[config.mk]
export PLATFORM = sky130hd
export DESIGN_NAME = inc_dec_counter
export DESIGN_NICKNAME = d
export VERILOG_FILES = /design/src/rtl/inc_dec_counter.sv
export SDC_FILE = /design/constraint.sdc
export NUM_CORES = 1
export LEC_CHECK = 0
export BUFFER_PORTS_ARGS = -buffer_cell sky130_fd_sc_hd__buf_2
export CORE_AREA = 2 2 39 41
export DETAILED_ROUTE_END_ITERATION = 16
export DIE_AREA = 0 0 41 43
export GPL_TIMING_DRIVEN = 0
export PLACE_DENSITY = 0.72
export RECOVER_POWER = 25
export SLEW_MARGIN = 20
export SYNTH_ARGS = -nofsm -noshare
export SYNTH_HDL_FRONTEND = slang
export SYNTH_SLANG_ARGS = --single-unit
[constraint.sdc]
create_clock -name clk -period 2.6 [get_ports clk]
set_input_delay 0.65 -clock clk [delete_from_list [all_inputs] [get_ports clk]]
set_output_delay 0.65 -clock clk [all_outputs]
set_load 0.05 [all_outputs]
[src/rtl/inc_dec_counter.sv]
// rtl/inc_dec_counter.sv - bounded up/down counter with edge-detected inc/dec, sticky ovf/unf
// Optional INC_DEC_COUNTER_SATURATE_EN: hold at the bounds instead of wrapping.
module inc_dec_counter #(
    parameter int WIDTH   = 4,
    parameter int MIN_VAL = 0,
    parameter int MAX_VAL = 9
) (
    input  logic             clk,
    input  logic             reset,
    input  logic             inc,
    input  logic             dec,
    input  logic             clr,
    output logic [WIDTH-1:0] count,
    output logic             chg,
    output logic             at_max,
    output logic             at_min,
    output logic             ovf,
    output logic             unf
);

    localparam logic [WIDTH-1:0] MIN_V = WIDTH'(MIN_VAL);
    localparam logic [WIDTH-1:0] MAX_V = WIDTH'(MAX_VAL);

    logic             inc_q, dec_q;
    logic [WIDTH-1:0] count_q, count_d;
    logic             chg_q, chg_d;
    logic             ovf_q, ovf_d;
    logic             unf_q, unf_d;
    logic             inc_evt, dec_evt;

    assign inc_evt = inc & ~inc_q;
    assign dec_evt = dec & ~dec_q;

    always_comb begin
        count_d = count_q;
        ovf_d   = ovf_q;
        unf_d   = unf_q;
        if (clr) begin
            count_d = MIN_V;
            ovf_d   = 1'b0;
            unf_d   = 1'b0;
        end else if (inc_evt && !dec_evt) begin
            if (count_q == MAX_V) begin
                ovf_d = 1'b1;
`ifdef INC_DEC_COUNTER_SATURATE_EN
                count_d = MAX_V;
`else
                count_d = MIN_V;
`endif
            end else begin
                count_d = count_q + WIDTH'(1);
            end
        end else if (dec_evt && !inc_evt) begin
            if (count_q == MIN_V) begin
                unf_d = 1'b1;
`ifdef INC_DEC_COUNTER_SATURATE_EN
                count_d = MIN_V;
`else
                count_d = MAX_V;
`endif
            end else begin
                count_d = count_q - WIDTH'(1);
            end
        end
        // A clear never reports a change, even when it moves the count.
        chg_d = !clr && (count_d != count_q);
    end

    always_ff @(posedge clk or posedge reset) begin
        if (reset) begin
            inc_q   <= 1'b0;
            dec_q   <= 1'b0;
            count_q <= MIN_V;
            chg_q   <= 1'b0;
            ovf_q   <= 1'b0;
            unf_q   <= 1'b0;
        end else begin
            inc_q   <= inc;
            dec_q   <= dec;
            count_q <= count_d;
            chg_q   <= chg_d;
            ovf_q   <= ovf_d;
            unf_q   <= unf_d;
        end
    end

    assign count  = count_q;
    assign chg    = chg_q;
    assign ovf    = ovf_q;
    assign unf    = unf_q;
    assign at_max = (count_q == MAX_V);
    assign at_min = (count_q == MIN_V);

endmodule
Word level (Yosys, flattened, before mapping)
Index checks and enable logic that the tools add are counted.
{"block": "totals", "register_bits": 9, "in_bits": 5, "output_inout_bits": 9, "word_cells": 40}
{"block": "op_classes", "addsub": 2, "eq_ne": 3, "muxes": 12, "bitwise_logic": 4, "n_reduce_logical": 13}
{"op": "two-way mux 4 bit", "n": 5}
{"op": "nonzero test 2 bit", "n": 4}
{"op": "two-way mux 1 bit", "n": 7}
{"op": "adder 4 x 1 -> 4 bit, second input constant", "n": 1}
{"op": "equality test 4 bit, second input constant", "n": 1}
{"op": "zero test 4 bit", "n": 1}
{"op": "!= test 4 bit", "n": 1}
{"op": "subtractor 4 x 1 -> 4 bit, second input constant", "n": 1}
{"op": "logical AND 1 bit", "n": 3}
{"op": "zero test 1 bit", "n": 3}
{"op": "AND reduction 3 bit", "n": 1}
{"op": "AND 1 bit", "n": 2}
{"op": "!= test 2 bit, second input constant", "n": 1}
{"op": "inverter 1 bit", "n": 2}
{"op": "AND reduction 2 bit", "n": 1}

Longest topological paths before layout
{"block": "logic_depth", "depth_word": 9, "ltp_mapped": 8, "depth_no_buf": 7}

Least setup slack after synthesis
OpenSTA, ideal clock, no wires.
{"block": "synth_timing", "path_type": "register to register", "start": "register count_q[0] (netlist: count[0])", "end": "register chg_q (netlist: chg)", "setup_ns": 0.084, "t_arrival_ns": 2.523, "required_ns": 2.516, "slack_ns": -0.007, "stages_incl_launch_ff": 9, "n_path_buf": 1, "synth_period_minus_slack_ns": 2.607, "cell_sequence": "dfrtp_1 > clkbuf_1 > inv_1 > ha_1 > nor3b_2 > or3_1 > a211o_1 > nand3_1 > a41oi_2"}
{"block": "synth_between", "elab_chain_len": 7, "word_cells_on_any_way": 11, "classes_between": "add/sub: 2; eq/ne: 2; mux: 5; reduce/logical: 2"}
{"element": "from (decl)", "line": "25", "source": "logic [WIDTH-1:0] count_q, count_d;"}
{"element": "from (signal assigned)", "line": "80", "source": "count_q <= count_d;"}
{"element": "zero test 4 bit"}
{"element": "named net at_min", "line": "16", "source": "output logic at_min,"}
{"element": "two-way mux 4 bit", "line": "54", "source": "if (count_q == MIN_V) begin"}
{"element": "two-way mux 4 bit", "line": "53", "source": "end else if (dec_evt && !inc_evt) begin"}
{"element": "two-way mux 4 bit", "line": "42", "source": "end else if (inc_evt && !dec_evt) begin"}
{"element": "two-way mux 4 bit", "line": "38", "source": "if (clr) begin"}
{"element": "!= test 4 bit", "line": "66", "source": "chg_d = !clr && (count_d != count_q);"}
{"element": "logical AND 1 bit", "line": "66"}
{"element": "named net chg_d", "line": "26", "source": "logic chg_q, chg_d;"}
{"element": "to (signal assigned)", "line": "81", "source": "chg_q <= chg_d;"}
{"element": "to (decl)", "line": "26"}
The timed path passes the listed nets, and every way through them passes these cells.
A chain may end at the register's enable or synchronous reset.

Final worst setup path
{"block": "layout_timing", "start": "register count_q[0] (netlist: count[0])", "end": "output at_min"}
{"block": "layout_between", "elab_chain_len": 1}
{"element": "zero test 4 bit", "line": "92", "source": "assign at_min = (count_q == MIN_V);"}
{"element": "to (decl)", "line": "16"}
No other way between the ends.

==> flow_summary.yaml <==
finish:
  area_growth_pct: 18.0
  final_common_cell: "buf_2"
  layout.cells.non_filler: 103
  multi_input_area_um2: 368
  postLayoutCellArea_um2: 763
  drive_gt1_frac: 0.253
  final_cell_mix: "buf_2 (12), dfrtp_1 (9), clkbuf_1 (5), a21oi_1 (5)"
  ff_latch_area_um2: 225
  final.fill_count: 143
  nets: 96
  n_antenna_cell: 0
clocking:
  hold_buffers: 0
  clk_latency_ns: 0.26
  cts_tree: "built"
  clock_path_buffers: 2
  clock-root-buffer: "clkbuf_4"
  postCtsSetupBuffers: 0
  cts_buffers: 3
  clk_pin_slew_ns: 0.06
  cts_sinks: 9
  htree_levels: 1
worst_hold_path:
  min_path_type: "in -> async"
synth:
  netlist_instances: 71
  synth.net_count: 79
  synth-warning-count: 0
  synth.distinct_cells: 31
  ys_seq_area_frac: 0.348
  synth_area_um2: 647
  ys_ff_latch: 9
  postSynthAreaPerCell_um2: 9.11
worst_setup_path:
  worstSetupEndpointType: "output pin"
  path_cells: "clkbuf_1 > inv_1 > ha_1 > nor3b_4 > buf_6"
  startpoint_type: "flop"
  slowest_delay_ns: 0.41
  crit_slowest_cell: "dfrtp_1"
  critPathArrivalTime_ns: 1.77
  cp_data_required_time_ns: 1.95
  crit_buf_inv: 3
  cp_top_family: "buffers and inverters"
  worstSetupPathType: "reg -> out"
  worstPathMaxFanout: 8
timing:
  hold_viol_final: 0
  post-route-period-util: 0.931
  slew_violations: 0
  relSlewSlack: 0.749
  fmax_mhz: 413
  setup_tns_ns: 0
  holdWs_ns: 0.336
  period_minus_slack_ns: 2.42
  worstMarginPinSlew_ns: 0.374
  setup_viol: 0
  final.setup_skew_ns: 0.00160
  grt_setup_unrepaired: "no"
global_route:
  overflow: 0
  antenna_found_initial: 0
  grt_max_degree: 10
  track_usage: 0.195
  grt_pass1_wl_mm: 2.33
  grt_pass1_vias: 544
status:
  outcome: "finished clean"
route:
  route.antenna.remaining_nets: 0
  dr.first_iter.drc_count: 15
  drc_errors: 0
  routed_via_density: 5.64
  drt_first_pass_iters: 4
  wire_per_inst_um: 13.0
  drt-total-wl_mm: 1.34
  vias: 581
pwr:
  p_per_area_mw_per_mm2: 631
  vdd_drop_max_v: 0.000295
  finalPower_mw: 0.482
  leakage_nw: 0.344
floorplanning:
  initial_core_util: 0.467
  dieArea_mm2: 0.00176
  ios: 14
  core-area_mm2: 0.00138
  die_h_um: 43
  rows: 14
  die_w_um: 41
placement:
  place_inst: 99
  place_area_um2: 733
  io_buffers: 12
  place_congestion: 0.872
  hpwl_um: 987
run:
  maxCapViolations: 0
## through the flow
stage	setup slack, ns	utilization
final	0.179	0.552
after global routing	0.0243	0.552
after CTS	0.0698	0.549
after detailed placement	0.278	0.530
after global placement	0.298	0.530
after floorplan	0.0549	-
## cell families after synthesis
group                      synth area share
AOI/OAI and AO/OA                     0.236
xor gates and xnor gates             0.0135
adders and majority gates            0.0580
buffers and inverters                0.0928
DFF                                   0.348
and+or+nand+nor                       0.251
## final cells by class
type | count | share of cell area
Timing Repair Buffer | 12 | 0.0836
Multi-Input combinational cell | 51 | 0.482
Inverter | 4 | 0.0197
Sequential cell | 9 | 0.295
Buffer | 7 | 0.0590
Clock buffer | 4 | 0.0344
Tap cell | 16 | 0.0262
## synthesized netlist by cell type
cell type,number,share of area
a41oi_2,1,0.025
buf_2,3,0.023
a31oi_1,4,0.039
buf_6,2,0.035
nand2_1,4,0.023
o211ai_1,1,0.012
or3_1,2,0.019
nand4_1,1,0.0097
a211oi_1,3,0.035
a41oi_1,1,0.014
a21oi_1,5,0.039
clkbuf_1,2,0.012
nor2b_1,2,0.019
xnor2_1,1,0.014
nand2b_1,3,0.029
a211o_1,2,0.027
dfrtp_1,9,0.35
nor3b_2,1,0.019
nand2_2,1,0.0097
nor2_1,3,0.017
a21o_1,1,0.012
a221oi_1,1,0.014
ha_1,3,0.058
nor4_1,2,0.019
nor3_1,2,0.015
and3b_1,1,0.014
nor4_4,1,0.033
nand3_1,3,0.023
inv_1,4,0.023
o21ai_0,1,0.0077
a2bb2oi_1,1,0.014
## worst paths after layout
path,start,to,slack [ns],depth (start not counted)
max,count[0],at_min,0.18,5
min,reset,dec_q,0.34,2
max reg2reg,count[0],chg,0.25,8
min reg2reg,unf,unf,0.51,2
max in group asynchronous,reset,count[1],2.01,2
min in group clk,unf,unf,0.51,2
## layer usage
metal  part of all wire  GRT usage  up-vias
met5                  0          0        -
met4              0.022      0.140        0
met3              0.026     0.0157        4
met2               0.48      0.263       11
met1               0.47      0.282      274
li1                   -          -      292
## flip-flops by register name (all words and copies together), names as in the netlist
register  count
count         4
ovf           1
inc_q         1
dec_q         1
unf           1
chg           1
## power breakdown
group	leakage, nW	switching (mW)	internal [mW]
sequential	0.117	0.0131	0.154
combinational	0.213	0.137	0.0706
clock	0.0150	0.0486	0.0591
total	0.344	0.198	0.283
## what timing repair did
action,4_1_cts,5_1_grt
endpoints found under the setup margin,0,1
hold endpoints to repair,0,0
resized for setup,0,3
No activity file was read; power rests on OpenSTA's default activity.
